$ cat config.mk
export PLATFORM = sky130hd
export DESIGN_NAME = core_bus_arbiter
export DESIGN_NICKNAME = d
export VERILOG_FILES = /design/src/rtl/core_bus_arbiter_pkg.sv /design/src/rtl/core_bus_arbiter.sv
export SDC_FILE = /design/constraint.sdc
export NUM_CORES = 1
export LEC_CHECK = 0
export ABC_CLOCK_PERIOD_IN_PS = 2050
export BUFFER_PORTS_ARGS = -buffer_cell sky130_fd_sc_hd__buf_2
export CORE_AREA = 3 3 202 204
export CTS_CLUSTER_DIAMETER = 150
export CTS_CLUSTER_SIZE = 25
export DETAILED_ROUTE_END_ITERATION = 7
export DIE_AREA = 0 0 205 207
export SETUP_SLACK_MARGIN = 0.15
export SYNTH_ARGS = -nofsm -noshare
export SYNTH_HDL_FRONTEND = slang
export SYNTH_SLANG_ARGS = --single-unit
$ cat constraint.sdc
create_clock -name clk -period 2.05 [get_ports clk]
set_input_delay 0.41 -clock clk [delete_from_list [all_inputs] [get_ports clk]]
set_output_delay 0.41 -clock clk [all_outputs]
set_load 0.05 [all_outputs]
$ cat src/rtl/core_bus_arbiter_pkg.sv
// Shared bus types for the core-side ibus/dbus and the single-beat cache bus.
// The arbiter and its neighbours import these so field layouts stay in one place.
package core_bus_arbiter_pkg;

    typedef logic [63:0] addr_t;
    typedef logic [63:0] word_t;
    typedef logic [7:0]  strobe_t;
    typedef logic [3:0]  mlen_t;

    typedef enum logic [2:0] {
        MSIZE1 = 3'd0,
        MSIZE2 = 3'd1,
        MSIZE4 = 3'd2,
        MSIZE8 = 3'd3
    } msize_t;

    localparam mlen_t MLEN1 = 4'd0;

    typedef struct packed {
        logic  valid;
        addr_t addr;
    } ibus_req_t;

    typedef struct packed {
        logic        addr_ok;
        logic        data_ok;
        logic [31:0] data;
    } ibus_resp_t;

    typedef struct packed {
        logic    valid;
        addr_t   addr;
        msize_t  size;
        strobe_t strobe;
        word_t   data;
    } dbus_req_t;

    typedef struct packed {
        logic  addr_ok;
        logic  data_ok;
        word_t data;
    } dbus_resp_t;

    typedef struct packed {
        logic    valid;
        logic    is_write;
        msize_t  size;
        addr_t   addr;
        strobe_t strobe;
        word_t   data;
        mlen_t   len;
    } cbus_req_t;

    typedef struct packed {
        logic  ready;
        logic  last;
        word_t data;
    } cbus_resp_t;

    // Instruction words sit in 64-bit beats; addr[2] picks the upper half.
    function automatic logic [31:0] pick_word(input addr_t addr, input word_t beat);
        return addr[2] ? beat[63:32] : beat[31:0];
    endfunction

endpackage

$ cat src/rtl/core_bus_arbiter.sv
// Merges the core's fetch and load/store buses onto one single-beat cache bus.
// Data side has priority, but fetch wins right after a data transaction.
module core_bus_arbiter
    import core_bus_arbiter_pkg::*;
(
    input  logic       clk,
    input  logic       reset,
    input  ibus_req_t  ireq,
    output ibus_resp_t iresp,
    input  dbus_req_t  dreq,
    output dbus_resp_t dresp,
    output cbus_req_t  creq,
    input  cbus_resp_t cresp
);

    localparam logic [1:0] S_IDLE = 2'd0;
    localparam logic [1:0] S_WAIT = 2'd1;
    localparam logic [1:0] S_RESP = 2'd2;

    logic [1:0]  state;
    logic        sel_d;
    logic        last_was_d;
    cbus_req_t   cmd;
    logic        i_ok;
    logic        d_ok;
    logic [31:0] i_data;
    word_t       d_data;

    logic grant_d;
    logic grant_i;
    logic idle;

    assign idle    = (state == S_IDLE) && !reset;
    assign grant_d = dreq.valid && !(last_was_d && ireq.valid);
    assign grant_i = ireq.valid && !grant_d;

    always_ff @(posedge clk) begin
        if (reset) begin
            state      <= S_IDLE;
            sel_d      <= 1'b0;
            last_was_d <= 1'b0;
            cmd        <= '0;
            i_ok       <= 1'b0;
            d_ok       <= 1'b0;
            i_data     <= '0;
            d_data     <= '0;
        end else begin
            case (state)
                S_IDLE: begin
                    if (grant_d || grant_i) begin
                        sel_d        <= grant_d;
                        cmd.valid    <= 1'b1;
                        cmd.is_write <= grant_d && (dreq.strobe != '0);
                        cmd.size     <= grant_d ? dreq.size : MSIZE4;
                        cmd.addr     <= grant_d ? dreq.addr : ireq.addr;
                        cmd.strobe   <= grant_d ? dreq.strobe : '0;
                        cmd.data     <= grant_d ? dreq.data : '0;
                        cmd.len      <= MLEN1;
                        state        <= S_WAIT;
                    end
                end
                S_WAIT: begin
                    // A ready without last cannot complete a single-beat command.
                    if (cresp.ready && cresp.last) begin
                        cmd    <= '0;
                        i_ok   <= !sel_d;
                        d_ok   <= sel_d;
                        i_data <= sel_d ? 32'd0 : pick_word(cmd.addr, cresp.data);
                        d_data <= sel_d ? cresp.data : '0;
                        state  <= S_RESP;
                    end
                end
                S_RESP: begin
                    i_ok       <= 1'b0;
                    d_ok       <= 1'b0;
                    i_data     <= '0;
                    d_data     <= '0;
                    last_was_d <= sel_d;
                    state      <= S_IDLE;
                end
                default: state <= S_IDLE;
            endcase
        end
    end

    always_comb begin
        iresp         = '0;
        dresp         = '0;
        iresp.addr_ok = idle && grant_i;
        iresp.data_ok = i_ok;
        iresp.data    = i_data;
        dresp.addr_ok = idle && grant_d;
        dresp.data_ok = d_ok;
        dresp.data    = d_data;
    end

    assign creq = cmd;

endmodule
==> impl_metrics.csv <==
group,metric,value,unit
worst_setup_path,cp_max_fo,6,
finish,final_cells,1694,
cts,clockBufferDepth,3,
global_routing,grt_pass1_wl,43.1,mm
power,p_int,6.79,mW
synthesis,ys_seq_elements,243,
cts,cts.sinks,243,
finish,fin_util,31.2,%
floorplanning,coreArea,39500,um2
floorplanning,die_h,207,um
floorplanning,floorplan.rows,73,
finish,final_common_cell,"buf_2",
placement,place_ws,213,ps
timing,hold_viol_final,0,
worst_setup_path,reg2reg_slack,290,ps
power,seq_power_share,51.4,%
timing,fin_ws,189,ps
routing,routed_wl,29.2,mm
floorplanning,die-area,42400,um2
routing,antenna_left,0,
synthesis,syn_area,8750,um2
placement,portBuffers,513,
finish,final_layout_size_suffix_gt1_share,51.4,%
hold_path,whs_path_depth,2,
floorplanning,start_util,22.2,%
worst_setup_path,setup.worst_path.end_class,"output port",
worst_setup_path,rr_startpoint,"state[1]",
cts,cts_root_buffer,"clkbuf_16",
worst_setup_path,crit_type,"reg2out",
timing,setup_viol_count_final,0,
timing,rsz0062_at_grt,"yes",
finish,final_nets,1443,
synthesis,synth-edff-count,0,
worst_setup_path,cp_cell_sequence,"a21bo_4, nor3_4, buf_6",
placement,gp_congestion,0.829,
timing,fin_worst_skew,10.4,ps
placement,dpl.hpwl,22.4,mm
synthesis,synthesis.yosys.warnings,0,
power,p_leak,5.93,nW
global_routing,grt_pass1_vias,7346,
floorplanning,die_w,205,um
finish,multi_input_area,3520,um2
worst_setup_path,cp.arrival,1450,ps
cts,cts_inserted_buffers,13,
routing,wire_per_inst,17.3,um
routing,first_pass_iters,4,
cts,cts_tree,"built",
cts,cts_hold_buf,0,
worst_setup_path,r2r_end,"creq[133]",
synthesis,yosysSeqAreaShare,55.6,%
hold_path,min-delay-start,"dreq[46]",
cts,htreeDepth,1,
synthesis,synthCells,682,
worst_setup_path,critPathLaunchType,"register",
finish,mostFrequentLayoutCells,"buf_2, dfxtp_1, a22o_1",
cts,path_clk_slew,100,ps
power,power_frac_clock,27.0,%
timing,setup-tns-final,0,ps
timing,period_needed,1860,ps
power,max-vdd-ir-drop,0.566,mV
hold_path,holdPathEnd,"creq[50]",
timing,drv_slew,0,
timing,worst_pin_slew,504,ps
finish,regArea,4870,um2
floorplanning,ios,518,
power,pwr-share-comb,21.6,%
synthesis,ys_types,33,
routing,vias,7386,
finish,fillers,4086,
power,p_sw,3.12,mW
timing,slew_headroom,66.4,%
power,power.density,804,nW/um2
hold_path,hold_path.class,"in2reg",
worst_setup_path,r2r_cells,6,
job,cap_violations,0,
worst_setup_path,cp_slowest_cell,"dfxtp_2",
finish,antenna_cells,0,
global_routing,grt_max_degree,75,
timing,timing.final.crit_share,90.8,%
timing,max_freq,537,MHz
power,swShare,31.5,%
worst_setup_path,slowest_delay,340,ps
global_routing,antenna_found_initial,1,
global_routing,grt_overflow,0,
synthesis,synth_ff_type,"dfxtp_1",
finish,area_growth,41.0,%
cts,clk_latency,480,ps
global_routing,grt_use_total,12.6,%
synthesis,postSynthAreaPerCell,12.8,um2
worst_setup_path,required,1640,ps
outcome,status,"finished clean",
placement,dp.cells,1675,
routing,viasPerCell,4.36,
synthesis,async_flop_share,0,%
routing,drt_first_iter_violations,468,
routing,drc,0,
## repair_timing
item                       CTS  global route
resized for setup           10             1
pin swaps                    2             3
setup buffers                4             1
setup endpoints to repair    2             2
## cell usage after synthesis, types with 2 or more instances
cell type / number / area, um2
nor3_1: 3 / 15.0
buf_2: 26 / 130
buf_4: 21 / 158
nor4_1: 2 / 12.5
o221ai_1: 2 / 17.5
dfxtp_1: 243 / 4860
buf_6: 5 / 56.3
clkbuf_1: 19 / 71.3
a22o_1: 138 / 1210
mux2i_1: 97 / 971
o2bb2ai_1: 66 / 578
o21ai_0: 3 / 15.0
nor2_1: 3 / 11.3
nand2_1: 2 / 7.51
a21bo_2: 2 / 20.0
o2bb2ai_2: 30 / 450
a21oi_1: 4 / 20.0
## how the worst max path moves through the flow
stage                     startpoint          to  slack, ps  cells past startpoint
final                     last_was_d   dresp[65]        190                      3
after global routing      last_was_d   dresp[65]        100                      3
after CTS                   state[0]   dresp[65]         90                      3
after detailed placement   dreq[139]    creq[87]        210                      6
after global placement      state[1]  d_data[50]        250                      5
after floorplan            dreq[139]   iresp[33]        190                      5
## critical path: cells and delay by family, from the launching register on
kind	cells	cell delay, ps
flip-flops	1	340
AO/OA/AOI/OAI	1	230
AND/OR/NAND/NOR	1	200
buffers and inverters	1	190
## power by group through the flow
stage / registers, mW / clock network [mW] / logic, mW
detailed placement: 5.20 / 0 / 2.15
floorplan: 5.97 / 0 / 0.627
CTS: 5.10 / 2.84 / 2.16
finish: 5.10 / 2.68 / 2.14
global placement: 5.21 / 0 / 2.13
global route: 5.13 / 2.95 / 2.26
## per-stage QoR
| step | total power, mW | cell area (um2) | hold slack (ps) |
|---|---|---|---|
| 2_1_floorplan | 6.60 | 8760 | 428 |
| 3_5_place_dp | 7.35 | 11900 | 441 |
| 5_1_grt | 10.3 | 12300 | 109 |
| 4_1_cts | 10.1 | 12300 | 91.9 |
| 6_report | 9.92 | 12300 | 135 |
| 3_3_place_gp | 7.34 | 11900 | 435 |
## area by class of cell
type	instances	area share [%]
clock buffer	13	2.64
tap	525	5.33
sequential	243	39.5
multi-input combinational	371	28.6
clock inverter	1	0.0710
timing repair buffer	541	23.8
## per-layer routing
metal / vias to the layer above / wire (um) / track usage, %
met2: 334 / 14400 / 22.7
met5: - / 0 / 0
met4: 0 / 567 / 2.76
li1: 3584 / - / -
met3: 23 / 2540 / 3.33
met1: 3445 / 11700 / 15.0
## logic make-up after synthesis
group                  count (synthesis)  synth area share, %
buffers and inverters                 71                 4.75
and+or+nand+nor                       21                 1.67
muxes                                 97                 11.1
other                                  1               0.0429
DFF                                  243                 55.6
AOI/OAI and AO/OA                    249                 26.8
## flip-flops by register name, summed over array words and instances (netlist names)
| name | count |
|---|---|
| creq | 141 |
| last_was_d | 1 |
| i_data | 32 |
| sel_d | 1 |
| state | 2 |
| d_ok | 1 |
| d_data | 64 |
| i_ok | 1 |
Power figures use the tool's default switching activity.
